$ cat src/rtl/codec_config_sequencer_if.sv
// rtl/codec_config_sequencer_if.sv - write-command handshake between sequencer and I2C engine
interface codec_config_sequencer_if;
    logic       cmd_valid;
    logic       cmd_ready;
    logic [6:0] cmd_dev_addr;
    logic [7:0] cmd_reg_addr;
    logic [7:0] cmd_data;
    logic       cmd_done;
    logic       cmd_ack_failed;

    modport master (
        output cmd_valid, cmd_dev_addr, cmd_reg_addr, cmd_data,
        input  cmd_ready, cmd_done, cmd_ack_failed
    );

    modport slave (
        input  cmd_valid, cmd_dev_addr, cmd_reg_addr, cmd_data,
        output cmd_ready, cmd_done, cmd_ack_failed
    );
endinterface

$ cat src/rtl/codec_config_sequencer.sv
// rtl/codec_config_sequencer.sv - walks a ROM table of register writes and delays, retrying NACKed writes
module codec_config_sequencer #(
    parameter int         NUM_ENTRIES = 11,
    parameter logic [6:0] DEV_ADDR    = 7'h1A,
    parameter int         MAX_RETRY   = 3,
    parameter int         RETRY_GAP   = 1000
) (
    input  logic                         clock,
    input  logic                         reset,
    input  logic                         start,
    output logic [5:0]                   rom_addr,
    input  logic [16:0]                  rom_data,
    codec_config_sequencer_if.master     cmd,
    output logic                         busy,
    output logic                         done,
    output logic                         error,
    output logic [5:0]                   fail_index
);

    typedef enum logic [2:0] {
        S_IDLE,
        S_FETCH,
        S_LATCH,
        S_ISSUE,
        S_WAIT_DONE,
        S_DELAY,
        S_GAP
    } state_t;

    localparam logic [5:0]  LAST_IDX  = 6'(NUM_ENTRIES - 1);
    localparam logic [7:0]  RETRY_MAX = 8'(MAX_RETRY);
    localparam int          GAP_M1    = (RETRY_GAP > 0) ? RETRY_GAP - 1 : 0;
    localparam logic [31:0] GAP_LOAD  = 32'(GAP_M1);

    state_t      r_state;
    logic [5:0]  r_index;
    logic [7:0]  r_retry;
    logic [15:0] r_entry;
    logic [31:0] r_cnt;
    logic        r_done;
    logic        r_error;
    logic [5:0]  r_fail_index;

    state_t      w_state_nxt;
    logic [5:0]  w_index_nxt;
    logic [7:0]  w_retry_nxt;
    logic [15:0] w_entry_nxt;
    logic [31:0] w_cnt_nxt;
    logic        w_done_nxt;
    logic        w_error_nxt;
    logic [5:0]  w_fail_nxt;
    logic        w_advance;

    always_ff @(posedge clock) begin
        if (reset) begin
            r_state      <= S_IDLE;
            r_index      <= '0;
            r_retry      <= '0;
            r_entry      <= '0;
            r_cnt        <= '0;
            r_done       <= 1'b0;
            r_error      <= 1'b0;
            r_fail_index <= '0;
        end else begin
            r_state      <= w_state_nxt;
            r_index      <= w_index_nxt;
            r_retry      <= w_retry_nxt;
            r_entry      <= w_entry_nxt;
            r_cnt        <= w_cnt_nxt;
            r_done       <= w_done_nxt;
            r_error      <= w_error_nxt;
            r_fail_index <= w_fail_nxt;
        end
    end

    always_comb begin
        w_state_nxt = r_state;
        w_index_nxt = r_index;
        w_retry_nxt = r_retry;
        w_entry_nxt = r_entry;
        w_cnt_nxt   = r_cnt;
        w_done_nxt  = r_done;
        w_error_nxt = r_error;
        w_fail_nxt  = r_fail_index;
        w_advance   = 1'b0;

        unique case (r_state)
            S_IDLE: begin
                if (start) begin
                    w_done_nxt  = 1'b0;
                    w_error_nxt = 1'b0;
                    w_fail_nxt  = '0;
                    w_index_nxt = '0;
                    w_retry_nxt = '0;
                    w_state_nxt = S_FETCH;
                end
            end
            S_FETCH: w_state_nxt = S_LATCH;
            S_LATCH: begin
                // rom_data answers the address presented during FETCH
                w_entry_nxt = rom_data[15:0];
                if (rom_data[16]) begin
                    w_cnt_nxt   = {16'd0, rom_data[15:0]};
                    w_state_nxt = S_DELAY;
                end else begin
                    w_state_nxt = S_ISSUE;
                end
            end
            S_ISSUE: begin
                if (cmd.cmd_ready) w_state_nxt = S_WAIT_DONE;
            end
            S_WAIT_DONE: begin
                if (cmd.cmd_done) begin
                    if (!cmd.cmd_ack_failed) begin
                        w_retry_nxt = '0;
                        w_advance   = 1'b1;
                    end else if (r_retry < RETRY_MAX) begin
                        w_retry_nxt = r_retry + 8'd1;
                        if (RETRY_GAP == 0) begin
                            w_state_nxt = S_ISSUE;
                        end else begin
                            w_cnt_nxt   = GAP_LOAD;
                            w_state_nxt = S_GAP;
                        end
                    end else begin
                        w_error_nxt = 1'b1;
                        w_fail_nxt  = r_index;
                        w_state_nxt = S_IDLE;
                    end
                end
            end
            S_DELAY: begin
                if (r_cnt == 32'd0) w_advance = 1'b1;
                else                w_cnt_nxt = r_cnt - 32'd1;
            end
            S_GAP: begin
                if (r_cnt == 32'd0) w_state_nxt = S_ISSUE;
                else                w_cnt_nxt   = r_cnt - 32'd1;
            end
            default: w_state_nxt = S_IDLE;
        endcase

        if (w_advance) begin
            if (r_index == LAST_IDX) begin
                w_done_nxt  = 1'b1;
                w_state_nxt = S_IDLE;
            end else begin
                w_index_nxt = r_index + 6'd1;
                w_state_nxt = S_FETCH;
            end
        end
    end

    assign rom_addr         = r_index;
    assign busy             = (r_state != S_IDLE);
    assign done             = r_done;
    assign error            = r_error;
    assign fail_index       = r_fail_index;
    assign cmd.cmd_valid    = (r_state == S_ISSUE);
    assign cmd.cmd_dev_addr = DEV_ADDR;
    assign cmd.cmd_reg_addr = r_entry[15:8];
    assign cmd.cmd_data     = r_entry[7:0];

endmodule

$ cat src/flat_wrapper.sv
// flat-port wrapper written by rule: the top's interface ports become plain ports
module codec_config_sequencer_flat 
#(
    parameter int         NUM_ENTRIES = 11,
    parameter logic [6:0] DEV_ADDR    = 7'h1A,
    parameter int         MAX_RETRY   = 3,
    parameter int         RETRY_GAP   = 1000
)
  (clock, reset, start, rom_addr, rom_data, busy, done, error, fail_index, cmd_cmd_valid, cmd_cmd_dev_addr, cmd_cmd_reg_addr, cmd_cmd_data, cmd_cmd_ready, cmd_cmd_done, cmd_cmd_ack_failed);
  codec_config_sequencer_if cmd_i ();
  input  logic clock;
  input  logic reset;
  input  logic start;
  output logic [5:0] rom_addr;
  input  logic [16:0] rom_data;
  output logic busy;
  output logic done;
  output logic error;
  output logic [5:0] fail_index;
  output wire logic [$bits(cmd_i.cmd_valid)-1:0] cmd_cmd_valid;
  output wire logic [$bits(cmd_i.cmd_dev_addr)-1:0] cmd_cmd_dev_addr;
  output wire logic [$bits(cmd_i.cmd_reg_addr)-1:0] cmd_cmd_reg_addr;
  output wire logic [$bits(cmd_i.cmd_data)-1:0] cmd_cmd_data;
  input wire logic [$bits(cmd_i.cmd_ready)-1:0] cmd_cmd_ready;
  input wire logic [$bits(cmd_i.cmd_done)-1:0] cmd_cmd_done;
  input wire logic [$bits(cmd_i.cmd_ack_failed)-1:0] cmd_cmd_ack_failed;
  assign cmd_cmd_valid = cmd_i.cmd_valid;
  assign cmd_cmd_dev_addr = cmd_i.cmd_dev_addr;
  assign cmd_cmd_reg_addr = cmd_i.cmd_reg_addr;
  assign cmd_cmd_data = cmd_i.cmd_data;
  assign cmd_i.cmd_ready = cmd_cmd_ready;
  assign cmd_i.cmd_done = cmd_cmd_done;
  assign cmd_i.cmd_ack_failed = cmd_cmd_ack_failed;
  codec_config_sequencer #(.NUM_ENTRIES(NUM_ENTRIES), .DEV_ADDR(DEV_ADDR), .MAX_RETRY(MAX_RETRY), .RETRY_GAP(RETRY_GAP)) u_core (.clock(clock), .reset(reset), .start(start), .rom_addr(rom_addr), .rom_data(rom_data), .cmd(cmd_i), .busy(busy), .done(done), .error(error), .fail_index(fail_index));
endmodule
$ cat config.mk
export PLATFORM = sky130hd
export DESIGN_NAME = codec_config_sequencer_flat
export DESIGN_NICKNAME = d
export VERILOG_FILES = /design/src/rtl/codec_config_sequencer_if.sv /design/src/rtl/codec_config_sequencer.sv /design/src/flat_wrapper.sv
export SDC_FILE = /design/constraint.sdc
export NUM_CORES = 1
export LEC_CHECK = 0
export BUFFER_PORTS_ARGS = -buffer_cell sky130_fd_sc_hd__buf_2
export CORE_MARGIN = 2
export CORE_UTILIZATION = 51
export DETAILED_ROUTE_END_ITERATION = 7
export GPL_ROUTABILITY_DRIVEN = 0
export PLACE_DENSITY = 0.74
export SLEW_MARGIN = 0
export SYNTH_ARGS = -nofsm -noshare
export SYNTH_HDL_FRONTEND = slang
export SYNTH_SLANG_ARGS = --single-unit
$ cat constraint.sdc
create_clock -name clock -period 2.6 [get_ports clock]
set_input_delay 0.52 -clock clock [delete_from_list [all_inputs] [get_ports clock]]
set_output_delay 0.52 -clock clock [all_outputs]
set_load 0.02 [all_outputs]
Yosys cells after proc, flatten, opt, wreduce, memory -nomap -nowiden. Index checks and enable logic that the tools add are counted.

Bits of input ports: 23. Flip-flop bits (word level): 73.

Equality and inequality tests: 21. Reduce and logical (&&, ||, !) cells: 10. $lt $le $gt $ge: 1. $add $sub $neg: 3. Multiplexer cells: 43.

Operators with widths (count): 32-bit two-way mux (5); 32-bit one-hot mux with 3 select lines (1); 6-bit two-way mux (8); 32-bit logical NOT (1); 8-bit two-way mux (4); 32-bit by 1-bit subtractor with 32-bit output, second input constant (1); 3-bit two-way mux (8); 3-bit one-hot mux with 7 select lines (1); 8-bit one-hot mux with 2 select lines (1); 1-bit two-way mux (12); 2-bit inequality test, second input constant (6); 3-bit by 2-bit inequality test with 1-bit output, second input constant (4); 6-bit one-hot mux with 2 select lines (1); 6-bit AND reduction (2); 3-bit equality test, second input constant (3); 8-bit by 1-bit adder with 8-bit output, second input constant (1); 8-bit by 2-bit < comparator with 1-bit output, second input constant (1); 6-bit by 1-bit adder with 6-bit output, second input constant (1); 3-bit by 2-bit equality test with 1-bit output, second input constant (2); 6-bit by 4-bit equality test with 1-bit output, second input constant (1); 3-bit by 1-bit inequality test with 1-bit output, second input constant (2); 3-bit nonzero test (2); 5-bit AND reduction (1); 2-bit by 1-bit inequality test with 1-bit output, second input constant (2); 6 further kinds (7).

Longest topological paths before layout.
Word-level depth: 6. Depth in mapped cells: 9. Mapped depth without buffers: 7.

Least setup slack after synthesis. No wires, ideal clock.

Path type: register to register. Start point: register u_core.r_cnt[0]. End point: register u_core.r_index[5] (netlist: u_core.rom_addr[5]). Arrival time: 2.698 ns. Setup slack: -0.172 ns. Path buffers: 2. Clock period less this slack: 2.772 ns. Cell stages (with the launch flop): 10. Cell sequence: dfxtp_1 inv_1 ha_1 or4b_2 or4_4 buf_6 o31a_1 buf_6 or4_1 a31oi_1.

Word-level cells in the longest chain between the ends: 4.

RTL lines: from (decl) (line codec_config_sequencer.sv:39) `logic [31:0] r_cnt;`; from (signal assigned) (line codec_config_sequencer.sv:69) `r_cnt <= w_cnt_nxt;`; 32-bit logical NOT (line codec_config_sequencer.sv:133) `if (r_cnt == 32'd0) w_advance = 1'b1;`; 1-bit two-way mux (line codec_config_sequencer.sv:133); 1-bit one-hot mux with 2 select lines (line codec_config_sequencer.sv:87) `unique case (r_state)`; 6-bit two-way mux (line codec_config_sequencer.sv:143) `if (w_advance) begin`; to (signal assigned) (line codec_config_sequencer.sv:66) `r_index <= w_index_nxt;`; to (decl) (line codec_config_sequencer.sv:36) `logic [5:0] r_index;`.

Every way passes these cells. A chain may end at the register's enable or synchronous reset.

Worst setup path after layout.
Start point: register u_core.r_cnt[8]. End point: register u_core.r_cnt[19].

Word-level cells in the longest chain between the ends: 3. Elaborated cells between the ends (all ways): 6.

RTL lines: 32-bit by 1-bit subtractor with 32-bit output or 32-bit logical NOT (tied branches); 32-bit two-way mux or 2-bit inequality test (tied branches); 32-bit one-hot mux with 3 select lines or 6-bit AND reduction (tied branches).

Several ways; a longest one is shown, not always the timed one. The select of a mux whose other input is x is not followed.

==> results.sh <==
export IMPL_ctsRootBufferMaster="clkbuf_8"
export IMPL_route_final_wire_length_um=11070
export IMPL_cp_arrival_ns=2.80
export IMPL_drt_vias_per_instance=6.071
export IMPL_io_pin_count=62
export IMPL_first_iter_violations=323
export IMPL_fillCellCount=658
export IMPL_finalHoldWorstSlack_ns=0.4154
export IMPL_core_area_um2=7607
export IMPL_power_static_leakage_nw=1.970
export IMPL_drive_above_1_share_pct=25.78
export IMPL_timing_critical_path_required_ns=2.83
export IMPL_ant_nets=0
export IMPL_timing_max_cap_violations=0
export IMPL_cts_num_sinks=73
export IMPL_synth_cell_type_count=64
export IMPL_critical_path_peak_fanout=7
export IMPL_final_hold_viol_count=0
export IMPL_final_cell_count_no_fill=680
export IMPL_vdd_ir_drop_max_mv=0.6141
export IMPL_clk_path_buf_depth=2
export IMPL_outcome="complete, no violations"
export IMPL_critPathLaunchType="register"
export IMPL_hpwlAfterDp_um=7456
export IMPL_timing_clock_skew_ns=0.009521
export IMPL_grt_ovfl_total=0
export IMPL_critPathMostFrequentCell="or4_4"
export IMPL_route_detailed_drc=0
export IMPL_gr_usage_all_layers_pct=26.51
export IMPL_initial_utilization_pct=51.71
export IMPL_worst_setup_path_end_kind="register"
export IMPL_timing_setup_critical_path_class="register to register"
export IMPL_timing_hold_worst_class="input pin to register"
export IMPL_final_max_slew_viol_count=0
export IMPL_timing_fmax_ghz=0.3900
export IMPL_tritoncts="built"
export IMPL_antenna_diode_count=0
export IMPL_post_synth_cell_area_avg_um2=8.012
export IMPL_dominantRegCellSynth="dfxtp_1"
export IMPL_post_synthesis_sequential_area_ratio_pct=37.15
export IMPL_die_width_um=91.83
export IMPL_power_density_nw_per_um2=1243
export IMPL_critical_path_cell_by_cell="or4_4, or4_4, or3_4, buf_6, buf_4, o31ai_2, a21oi_1"
export IMPL_synthArstFlopShare_pct=0
export IMPL_grt_pass1_vias=3783
export IMPL_cts_made_buffers=9
export IMPL_syn_to_final_growth_pct=24.71
export IMPL_min_period_ns=2.564
export IMPL_synth_area_um2=3934
export IMPL_synth_yosys_warnings=0
export IMPL_drt_pre_antenna_iters=6
export IMPL_holdBufCountCts=0
export IMPL_ys_ff_latch=73
export IMPL_final_period_utilization_pct=98.63
export IMPL_numnets_final=601
export IMPL_timing_worst_slew_pin_value_ns=1.064
export IMPL_clock_insertion_delay_worst_skew_ns=0.35
export IMPL_die_y_um=91.83
export IMPL_route_detailed_wl_per_inst_um=16.28
export IMPL_die_footprint_um2=8432
export IMPL_multiInputGateArea_um2=2359
export IMPL_critical_path_max_stage_delay_ns=0.55
export IMPL_worst_path_max_delay_cell="or4_4"
export IMPL_clkSlewWorstSetupHoldPaths_ns=0.08
export IMPL_port_buffer_count=54
export IMPL_slew_headroom_pct=28.78
export IMPL_synth_enable_flop_cells=0
export IMPL_grt_start_max_net_pins=46
export IMPL_layout_area_seq_um2=1464
export IMPL_place_inst=657
export IMPL_grt_pass1_wl_um=18290
export IMPL_synth_cells=491
export IMPL_rows=32
export IMPL_num_vias=4128
export IMPL_htree_num_levels=3
export IMPL_antenna_found_initial=0
export IMPL_timing_final_setup_violations=0
-- power breakdown --
part           leakage (nW)  switching, mW  internal (mW)
Combinational          1.24           1.97           1.41
Clock                 0.137          0.445          0.766
Sequential            0.592          0.182           1.32
Total                  1.97           2.60           3.50
-- final cells by class --
type	instances	area share (%)
Sequential cell	73	29.84
Multi-Input combinational cell	376	48.07
Clock buffer	10	2.805
Timing Repair Buffer	103	13.11
Inverter	10	0.7651
Clock inverter	6	2.805
Tap cell	102	2.601
-- logic make-up (layout without fill, tap and decap cells) --
family | after synthesis | after routing | share of synthesized area, %
mux | 15 | 15 | 3.848
simple gates | 215 | 215 | 28.91
fa+ha+maj | 5 | 5 | 1.590
buf+inv | 47 | 129 | 5.566
other cells | 2 | 7 | 0.1909
compound gates | 129 | 129 | 21.63
flops | 73 | 73 | 37.15
xor+xnor | 5 | 5 | 1.113
-- critical path: cells and delay by family, from the launching register on --
family / cells / cell delay (ns)
simple gates: 3 / 1.48
buf+inv: 2 / 0.30
flops: 1 / 0.32
compound gates: 2 / 0.35
-- placed cells by master (no fill, tap or decap), types with 12 or more instances in the layout --
master / n
buf_4: 46
nand3_1: 16
o31ai_1: 13
buf_2: 55
dfxtp_1: 71
a31oi_1: 12
or4_1: 15
nand2_1: 59
or3_1: 12
nor2_1: 34
mux2i_1: 14
a21oi_1: 44
-- routing by layer --
metal  share of wire, %  vias to the layer above  GRT usage (%)
li1                   -                     1987              -
met3                6.6                       12          4.273
met1                 44                     1950          35.69
met4                1.2                        0          9.204
met5                  0                        -              0
met2                 48                      179          43.26
-- what timing repair did --
action | 4_1_cts | 5_1_grt
setup buffers | 6 | 0
hold endpoints to repair | 0 | 0
resized for setup | 9 | 11
pin swaps | 3 | 5
setup endpoints to repair | 6 | 29
cloned | 1 | 0
-- synthesized netlist by cell type (3+ instances only) --
cell,n,area [um2]
or3_1,13,81.33
nand2_1,61,229.0
buf_4,7,52.55
a21oi_1,45,225.2
nand3_1,16,80.08
nand2b_1,6,37.54
o311ai_0,6,52.55
inv_1,10,37.54
nor2_1,34,127.6
and2_1,8,50.05
a311oi_1,3,26.28
a31oi_1,12,75.07
ha_1,5,62.56
or2_2,4,25.02
or4_1,20,150.1
dfxtp_1,73,1461
o31ai_1,16,120.1
xnor2_1,4,35.03
o211ai_1,6,45.04
and3_1,5,31.28
a211oi_1,3,22.52
nor3_1,12,60.06
nor4_1,13,81.33
clkbuf_1,26,97.59
mux2i_1,14,140.1
nand4_1,6,37.54
o21ai_0,10,50.05
o21a_1,3,22.52
-- per-stage QoR --
stage / util [%] / cell area (um2) / setup TNS [ns] / power (mW) / setup WS (ns)
floorplan: - / 3974 / -0.01960 / 3.604 / -0.01960
global placement: 59.10 / 4496 / 0 / 4.465 / 0.07048
detailed placement: 59.10 / 4496 / 0 / 4.537 / 0.0003109
CTS: 64.01 / 4870 / -0.0004821 / 5.978 / -0.0004821
global route: 64.49 / 4906 / -0.03765 / 6.477 / -0.03485
finish: 64.49 / 4906 / 0 / 6.099 / 0.03573
-- sequential cells by signal (all words and copies together) (netlist names) --
name,flops
u_core.r_cnt,32
u_core.fail_index,6
u_core.r_entry,16
u_core.r_retry,8
u_core.done,1
u_core.r_state,3
u_core.rom_addr,6
u_core.error,1
-- worst paths after layout --
| kind | startpoint | to | slack [ns] | cells past startpoint |
|---|---|---|---|---|
| max reg2reg | u_core.r_cnt[8] | u_core.r_cnt[19] | 0.04 | 7 |
| max | u_core.r_cnt[8] | u_core.r_cnt[19] | 0.04 | 7 |
| min reg2reg | u_core.r_entry[2] | u_core.r_entry[2] | 0.45 | 2 |
| min | rom_data[7] | u_core.r_entry[7] | 0.42 | 3 |
Power figures use the tool's default switching activity.
